**src/rtl/sysa_seq.sv**
```systemverilog
// ---------------------------------------------------------------------------
// sysa_seq -- sequencer for the 3x3 weight-stationary systolic array.
//
// Loads three weight words and three input rows over valid/ready streams,
// clears the array at the start of each job, and steps the array with
// skew-correct flush cycles. The three staggered array output columns are
// captured into a nine-entry result buffer that is read through a
// registered port.
//
// Build option:
//   SYSA_SEQ_RELU_EN  when defined, a captured value with its MSB set
//                     (signed negative) is stored as 0. When undefined,
//                     values are stored unmodified. The read path is the
//                     same in both builds.
//
// Parameters:
//   DW   element width; weight words and rows carry 3 elements
//   OW   array output / result width
//   LAT  enabled steps from row 0 presented to first valid sa_out1 (0..4)
//
// Ports:
//   clk, rst_n            clock (rising edge), async active-low reset
//   start                 job request, honoured only in IDLE
//   w_valid/w_ready/w_data weight word stream, row k in arrival order
//   i_valid/i_ready/i_data input row stream, rows 0..2
//   sa_clr                one-cycle array clear (first LOAD_W cycle)
//   sa_en, sa_in          registered array step enable and input row
//   sa_w                  weights, row k at [k*3*DW +: 3*DW]
//   sa_out1..3            array column outputs
//   res_addr, res_data    result read port, 1-cycle latency, 9..15 -> 0
//   busy                  high whenever the FSM is not in IDLE
//   done                  one-cycle pulse at job end
//   dbg_state             current FSM state (debug visibility)
//
// Handshake semantics (both streams): a word moves at a rising edge where
// valid and ready are both high. ready is decoded from registered state
// only, never from valid, so a producer may hold valid high indefinitely
// and the transfer point is fully determined by ready at that edge.
// ---------------------------------------------------------------------------
module sysa_seq #(
  parameter int DW  = 8,
  parameter int OW  = 16,
  parameter int LAT = 1
) (
  input  logic            clk,
  input  logic            rst_n,
  input  logic            start,
  input  logic            w_valid,
  output logic            w_ready,
  input  logic [3*DW-1:0] w_data,
  input  logic            i_valid,
  output logic            i_ready,
  input  logic [3*DW-1:0] i_data,
  output logic            sa_clr,
  output logic            sa_en,
  output logic [9*DW-1:0] sa_w,
  output logic [3*DW-1:0] sa_in,
  input  logic [OW-1:0]   sa_out1,
  input  logic [OW-1:0]   sa_out2,
  input  logic [OW-1:0]   sa_out3,
  input  logic [3:0]      res_addr,
  output logic [OW-1:0]   res_data,
  output logic            busy,
  output logic            done,
  output logic [2:0]      dbg_state
);

  // FSM encoding
  localparam logic [2:0] S_IDLE   = 3'd0;
  localparam logic [2:0] S_LOAD_W = 3'd1;
  localparam logic [2:0] S_LOAD_I = 3'd2;
  localparam logic [2:0] S_FLUSH  = 3'd3;
  localparam logic [2:0] S_DONE   = 3'd4;

  // Last step index issued before the job ends; rows take steps 0..2 and
  // flush steps fill 3..LAT+4 so the third column drains completely.
  localparam logic [3:0] LAST_STEP = 4'(LAT + 4);

  logic [2:0]    state;
  logic [1:0]    w_cnt;
  logic [1:0]    i_cnt;
  logic [3:0]    step;
  logic [OW-1:0] result [9];

  logic          w_fire;
  logic          i_fire;
  logic          job_go;
  logic [OW-1:0] col [3];
  logic [8:0]    cap_we;
  logic [OW-1:0] cap_val [9];

  // -------------------------------------------------------------------------
  // Output decodes from registered state
  // -------------------------------------------------------------------------
  assign w_ready   = (state == S_LOAD_W);
  assign i_ready   = (state == S_LOAD_I) && (i_cnt != 2'd3);
  assign busy      = (state != S_IDLE);
  assign done      = (state == S_DONE);
  assign dbg_state = state;

  assign w_fire = w_valid & w_ready;
  assign i_fire = i_valid & i_ready;
  assign job_go = (state == S_IDLE) && start;

  assign col[0] = sa_out1;
  assign col[1] = sa_out2;
  assign col[2] = sa_out3;

  // Stored form of a captured column value.
  function automatic logic [OW-1:0] store_val(input logic [OW-1:0] v);
`ifdef SYSA_SEQ_RELU_EN
    store_val = v[OW-1] ? '0 : v;
`else
    store_val = v;
`endif
  endfunction

  // -------------------------------------------------------------------------
  // Capture decode. Column j produces its three valid outputs during steps
  // LAT+j .. LAT+j+2 (the array skews each column by one step), so entry
  // 3j+k is written at the edge closing step LAT+j+k. Indexing follows the
  // step counter, so input bubbles never shift results.
  // -------------------------------------------------------------------------
  always_comb begin
    cap_we = '0;
    for (int i = 0; i < 9; i++) begin
      cap_val[i] = '0;
    end
    for (int j = 0; j < 3; j++) begin
      for (int k = 0; k < 3; k++) begin
        cap_we[3*j+k]  = sa_en && (step == 4'(LAT + j + k));
        cap_val[3*j+k] = store_val(col[j]);
      end
    end
  end

  // -------------------------------------------------------------------------
  // Main FSM, counters and array drive
  // -------------------------------------------------------------------------
  always_ff @(posedge clk or negedge rst_n) begin
    if (!rst_n) begin
      state  <= S_IDLE;
      w_cnt  <= '0;
      i_cnt  <= '0;
      step   <= '0;
      sa_clr <= 1'b0;
      sa_en  <= 1'b0;
      sa_w   <= '0;
      sa_in  <= '0;
    end else begin
      sa_clr <= 1'b0;

      // Every cycle with sa_en high is one array step.
      if (sa_en) begin
        step <= step + 4'd1;
      end

      case (state)
        S_IDLE: begin
          if (start) begin
            state  <= S_LOAD_W;
            sa_clr <= 1'b1;
            w_cnt  <= '0;
            i_cnt  <= '0;
            step   <= '0;
            sa_w   <= '0;
          end
        end

        S_LOAD_W: begin
          if (w_fire) begin
            for (int k = 0; k < 3; k++) begin
              if (w_cnt == 2'(k)) begin
                sa_w[k*3*DW +: 3*DW] <= w_data;
              end
            end
            w_cnt <= w_cnt + 2'd1;
            if (w_cnt == 2'd2) begin
              state <= S_LOAD_I;
            end
          end
        end

        S_LOAD_I: begin
          // An accepted row becomes one step in the next cycle; a missed
          // transfer becomes a bubble with the array held.
          if (i_fire) begin
            sa_en <= 1'b1;
            sa_in <= i_data;
            i_cnt <= i_cnt + 2'd1;
            if (i_cnt == 2'd2) begin
              state <= S_FLUSH;
            end
          end else begin
            sa_en <= 1'b0;
            sa_in <= '0;
          end
        end

        S_FLUSH: begin
          // The first FLUSH cycle still carries the third row; from then on
          // zeros are pushed until the final step has been issued.
          sa_in <= '0;
          if (sa_en && (step == LAST_STEP)) begin
            sa_en <= 1'b0;
            state <= S_DONE;
          end else begin
            sa_en <= 1'b1;
          end
        end

        S_DONE: begin
          // start is deliberately not looked at here.
          state <= S_IDLE;
        end

        default: begin
          state <= S_IDLE;
          sa_en <= 1'b0;
          sa_in <= '0;
        end
      endcase
    end
  end

  // -------------------------------------------------------------------------
  // Result buffer: cleared on job start, written by the capture decode.
  // -------------------------------------------------------------------------
  always_ff @(posedge clk or negedge rst_n) begin
    if (!rst_n) begin
      for (int i = 0; i < 9; i++) begin
        result[i] <= '0;
      end
    end else if (job_go) begin
      for (int i = 0; i < 9; i++) begin
        result[i] <= '0;
      end
    end else begin
      for (int i = 0; i < 9; i++) begin
        if (cap_we[i]) begin
          result[i] <= cap_val[i];
        end
      end
    end
  end

  // -------------------------------------------------------------------------
  // Registered read port. No interlock with an active job: a read while
  // busy returns whatever has been captured so far.
  // -------------------------------------------------------------------------
  always_ff @(posedge clk or negedge rst_n) begin
    if (!rst_n) begin
      res_data <= '0;
    end else if (res_addr < 4'd9) begin
      res_data <= result[res_addr];
    end else begin
      res_data <= '0;
    end
  end

endmodule

```
**config.mk**
```make
export PLATFORM = sky130hd
export DESIGN_NAME = sysa_seq
export DESIGN_NICKNAME = d
export VERILOG_FILES = /design/src/rtl/sysa_seq.sv
export SDC_FILE = /design/constraint.sdc
export NUM_CORES = 1
export LEC_CHECK = 0
export ABC_AREA = 1
export CORE_MARGIN = 3
export CORE_UTILIZATION = 49
export DETAILED_ROUTE_END_ITERATION = 8
export GPL_TIMING_DRIVEN = 0
export PLACE_DENSITY = 0.76
export SLEW_MARGIN = 30
export SYNTH_ARGS = -nofsm -noshare
export SYNTH_HDL_FRONTEND = slang
export SYNTH_SLANG_ARGS = --single-unit
```
**constraint.sdc**
```tcl
create_clock -name clk -period 1.9 [get_ports clk]
set_input_delay 0.38 -clock clk [delete_from_list [all_inputs] [get_ports clk]]
set_output_delay 0.38 -clock clk [all_outputs]
set_load 0.01 [all_outputs]
```
== Yosys cells after proc, flatten, opt, wreduce, memory -nomap -nowiden ==
Index checks and enable logic that the tools add are counted.

* Flip-flop bits (word level): 269
* Bits of input ports: 105
* Logic and storage cells: 115

* Add/sub/neg operators: 3
* Magnitude comparators: 2
* Equality and inequality tests: 21
* Muxes and demuxes: 42
* Bitwise logic cells: 3
* Reduce and logical (&&, ||, !) cells: 24

{| class="wikitable"
|+ Operators by type and width
! cell !! number
|-
| 2-to-1 mux 16 bit || 12
|-
| 2-to-1 mux 144 bit || 1
|-
| 2-to-1 mux 72 bit || 2
|-
| case mux 72 bit (2 select lines) || 1
|-
| 2-to-1 mux 24 bit || 4
|-
| binary-select mux 16 bit (select 4 bit) || 1
|-
| case mux 24 bit (2 select lines) || 1
|-
| 2-to-1 mux 3 bit || 6
|-
| nonzero test 2 bit || 7
|-
| 2-to-1 mux 4 bit || 3
|-
| case mux 3 bit (4 select lines) || 1
|-
| AND reduction 4 bit || 3
|-
| inequality test 2 x 1 -> 1 bit, second input constant || 5
|-
| equality test 4 x 2 -> 1 bit, second input constant || 2
|-
| equality test 4 x 3 -> 1 bit, second input constant || 2
|-
| inequality test 2 bit, second input constant || 4
|-
| case mux 2 bit (2 select lines) || 2
|-
| logical AND 1 bit || 7
|-
| equality test 3 x 2 -> 1 bit, second input constant || 2
|-
| 2-to-1 mux 2 bit || 3
|-
| AND reduction 3 bit || 2
|-
| AND reduction 6 bit || 1
|-
| greater-or-equal comparator 5 bit, second input constant || 1
|-
| inverter 4 -> 5 bit || 1
|-
| 15 further kinds || 21
|}

== Logic depth before layout (Yosys ltp) ==
* Word-level depth: 5
* Gate-level depth with buffers: 10

== Worst setup path after synthesis ==
OpenSTA, ideal clock, no wires.

* Kind: flip-flop to output port
* From: register state[0] (netlist: dbg_state[0])
* To: output i_ready
* Data arrival time: 1.222 ns
* Setup slack: 0.298 ns
* Cell stages (with the launch flop): 6
* Path through: dfrtp_1 > buf_4 > inv_2 > nand3_1 > nor2_4 > buf_4

* Longest elaborated chain between the ends: 2

{| class="wikitable"
|+ Ends and longest elaborated chain
! element !! line !! source
|-
| start: declaration || 79 || <nowiki>logic [2:0] state;</nowiki>
|-
| start signal: assignment || 142 || <nowiki>state <= S_IDLE;</nowiki>
|-
| start signal: assignment || 161 || <nowiki>state <= S_LOAD_W;</nowiki>
|-
| start signal: assignment || 179 || <nowiki>state <= S_LOAD_I;</nowiki>
|-
| equality test 3 x 2 -> 1 bit || 96 || <nowiki>assign i_ready = (state == S_LOAD_I) && (i_cnt != 2'd3);</nowiki>
|-
| logical AND 1 bit || 96 ||
|-
| end: declaration || 52 || <nowiki>output logic i_ready,</nowiki>
|}

No other way between the ends.

== Worst setup path in the final report ==
* From: register state[0] (netlist: dbg_state[0])
* To: output done

* Longest elaborated chain between the ends: 1

{| class="wikitable"
|+ Ends and longest elaborated chain
! element !! line !! source
|-
| equality test 3 bit || 98 || <nowiki>assign done = (state == S_DONE);</nowiki>
|-
| end: declaration || 64 || <nowiki>output logic done,</nowiki>
|}

No other way between the ends.

==> impl_metrics.json <==
{
  "status": "complete, but fails checks",
  "violations": "negative setup slack",
  "synth_top_family_by_area": "simple AND/OR/NAND/NOR gates",
  "leakagePower_nw": 7.86,
  "vias": 10900,
  "pre_cts_slack_ns": -0.415,
  "peakVddDrop_uv": 912,
  "yosysUniqueCellTypes": 31,
  "antenna_found_initial": 0,
  "synth_compound_area_share_pct": 10.1,
  "cts-root-buf": "clkbuf_16",
  "fmax_ghz": 0.490,
  "fin_crit_ns": 2.04,
  "synthArstFlopShare_pct": 100,
  "hp-class": "primary input to flip-flop",
  "utilization_pct": 68.9,
  "final_layout_size_suffix_gt1_share_pct": 10.9,
  "syn_nets": 1480,
  "p_int_mw": 16.5,
  "seq_area_frac_synth_pct": 57.6,
  "worstSetupPathType": "flip-flop to output pin",
  "wl_per_cell_um": 18.9,
  "clkTransAtPathRegs_ns": 0.06,
  "synth.avg_cell_area_um2": 8.55,
  "coreArea_um2": 23100,
  "fin_skew_ns": 0.0170,
  "end_kind": "output pin",
  "drv_slew": 0,
  "worst_slack_ns": -0.141,
  "max_cap_violations": 0,
  "rows": 55,
  "powerDensity_nw_per_um2": 1670,
  "combPwrFrac_pct": 41.1,
  "wl_mm": 37.4,
  "met2_usage_pct": 45.5,
  "first_pass_iters": 6,
  "io_pins": 226,
  "required_ns": 1.52,
  "grt_overflow_total": 0,
  "die_w_um": 160,
  "worstMarginPinSlew_ns": 0.619,
  "drt_iter0_drc": 1110,
  "synth.top_cell.area_share_pct": 57.6,
  "grt_setup_unrepaired": "true",
  "insertion_delay_ns": 0.55,
  "dieArea_um2": 25700,
  "r2r-start": "dbg_state[2]$_DFFE_PN0P_",
  "dpl.hpwl_mm": 26.1,
  "drc_errors": 0,
  "cts_max_level": 1,
  "ys_seq_elements": 269,
  "synth-simple-area-share_pct": 26.0,
  "swShare_pct": 37.9,
  "yosysMostFrequentCell": "nand2_1",
  "final_hold_viol_count": 0,
  "portBuffers": 221,
  "setup_tns_ns": -0.293,
  "synth_top_cell_by_area": "dfrtp_1",
  "synth_top_cells_by_area": "dfrtp_1 (58%), nand2_1 (17%), nand3_1 (7.2%)",
  "synthTopCellsByCount": "nand2_1 (532), dfrtp_1 (269), nand3_1 (168)",
  "relSlewSlack_pct": 58.7,
  "grt_pass1_wl_mm": 59.0,
  "cp.arrival_ns": 1.66,
  "worstRegToRegCells": 10,
  "hold_start": "i_valid",
  "synth_cells": 1366,
  "path_max_fanout": 4,
  "p_clk_share_pct": 23.4,
  "diodes": 0,
  "grt_pass1_vias": 11100,
  "synth_edf_count": 0,
  "cp-start-kind": "flip-flop",
  "numCtsBuffers": 28,
  "setup_viol": 4,
  "switching_power_mw": 10.0,
  "synth-xor-area-share_pct": 0,
  "grt_max_degree": 85,
  "die_h_um": 160,
  "clkSinkCount": 269,
  "use_met3_pct": 9.52,
  "fin_nets": 1762,
  "rrSetupSlack_ns": 0.09,
  "reg2reg_to": "sa_w[33]$_DFFE_PN0P_",
  "synthesis.area_um2": 11700,
  "ys.warnings.count": 0,
  "gp_congestion": 0.913,
  "p_seq_share_pct": 35.5,
  "synth-main-ff-cell": "dfrtp_1",
  "initial_utilization_pct": 50.7,
  "viasPerCell": 5.52,
  "area_delta_synth_final_pct": 36.1,
  "cts_tree": "done",
  "hold_end": "sa_in[1]$_DFFE_PN0N_",
  "clock_path_buffers": 3,
  "antenna_left": 0,
  "period_share_pct": 107,
  "muxShareOfSynthArea_pct": 0,
  "worstHoldPathCells": 3,
  "grt_usage_pct": 28.5,
  "yosys.area_share.adder_pct": 0.964,
  "busiest_layer": "met2",
  "use_met1_pct": 36.3
}
==> state kept, by name, indices dropped and copies added, names as in the netlist <==
register	cells
w_cnt	2
sa_in	24
res_data	16
step	4
dbg_state	3
sa_clr	1
i_cnt	2
sa_en	1
result	144
sa_w	72
==> per-layer routing <==
metal | wire, um | part of all wire [%] | vias up
li1 | - | - | 5023
met1 | 14400 | 38 | 5262
met2 | 17400 | 46 | 560
met3 | 4100 | 11 | 98
met4 | 1590 | 4.2 | 0
met5 | 0 | 0 | -
==> critical path, cell delays in order (launching register included) <==
cell and delay (ns):
dfrtp_1 0.40, buf_6 0.14, nor3_4 0.29, clkbuf_8 0.20, buf_6 0.10
==> what timing repair did <==
action                                 4_1_cts  5_1_grt
endpoints found under the hold margin       24        0
gates cloned                                 0        3
buffers inserted                            14       13
resized for setup                           50       63
pin swaps                                    3        4
hold buffers                                 1        0
setup endpoints to repair                   20      156
==> how the worst max path moves through the flow <==
stage                              from                    to  depth (start not counted)
2_1_floorplan  dbg_state[0]$_DFFE_PN0P_               i_ready                          5
3_3_place_gp                      rst_n  sa_w[33]$_DFFE_PN0P_                          1
3_5_place_dp   dbg_state[1]$_DFFE_PN0P_               w_ready                          6
4_1_cts        dbg_state[0]$_DFFE_PN0P_               w_ready                          6
5_1_grt        dbg_state[0]$_DFFE_PN0P_                  done                          4
6_report       dbg_state[0]$_DFFE_PN0P_                  done                          4
==> layout by cell type, fill, tap and decap left out, types with 6 or more instances in the layout <==
cell type        Yosys  layout
nand2_1            532     529
dfrtp_1            269     267
clkdlybuf4s50_1      0     193
nand3_1            168     167
o21ai_0            161     159
o21ai_1             66      66
buf_4               15      33
clkbuf_16            0      31
clkbuf_1            35      25
buf_2               28      24
inv_1               20      19
nor2_1              19      19
buf_6                9      18
dlymetal6s2s_1       0      17
clkbuf_2             1       9
ha_1                 9       9
clkbuf_8             0       8
inv_2                8       7
bufinv_16            0       6
dlygate4sd2_1        0       6
==> kinds of logic after synthesis <==
family,count (synthesis)
flops,269
simple gates,734
fa+ha+maj,9
buf+inv,122
compound gates,232
==> through the flow <==
stage | instances | hold slack, ns | instance area (um2) | power (mW)
final | 1982 | 0.239 | 15900 | 26.5
after CTS | 1967 | 0.225 | 15600 | 26.0
after detailed placement | 1903 | 0.245 | 14400 | 19.3
after global placement | 1900 | 0.462 | 14300 | 19.1
after floorplan | 1366 | 0.0844 | 11700 | 14.8
after global routing | 1982 | 0.246 | 15900 | 28.2
==> power by group through the flow <==
stage	Combinational (mW)	Sequential [mW]	Clock, mW
floorplan	5.35	9.49	0
global placement	9.70	9.36	0
detailed placement	9.95	9.38	0
CTS	10.3	9.36	6.25
global route	12.1	9.65	6.50
finish	10.9	9.41	6.21
==> cell type report <==
class                   count  area (um2)
plain buffers              89         579
clock buffers              38         830
clock inverters            13         225
fillers                  1763        7160
inverters                  30         123
multi-input cells         976        4400
flip-flops and latches    269        6730
well taps                 313         392
repair buffers            254        2610
(Power assumes the default switching activity.)
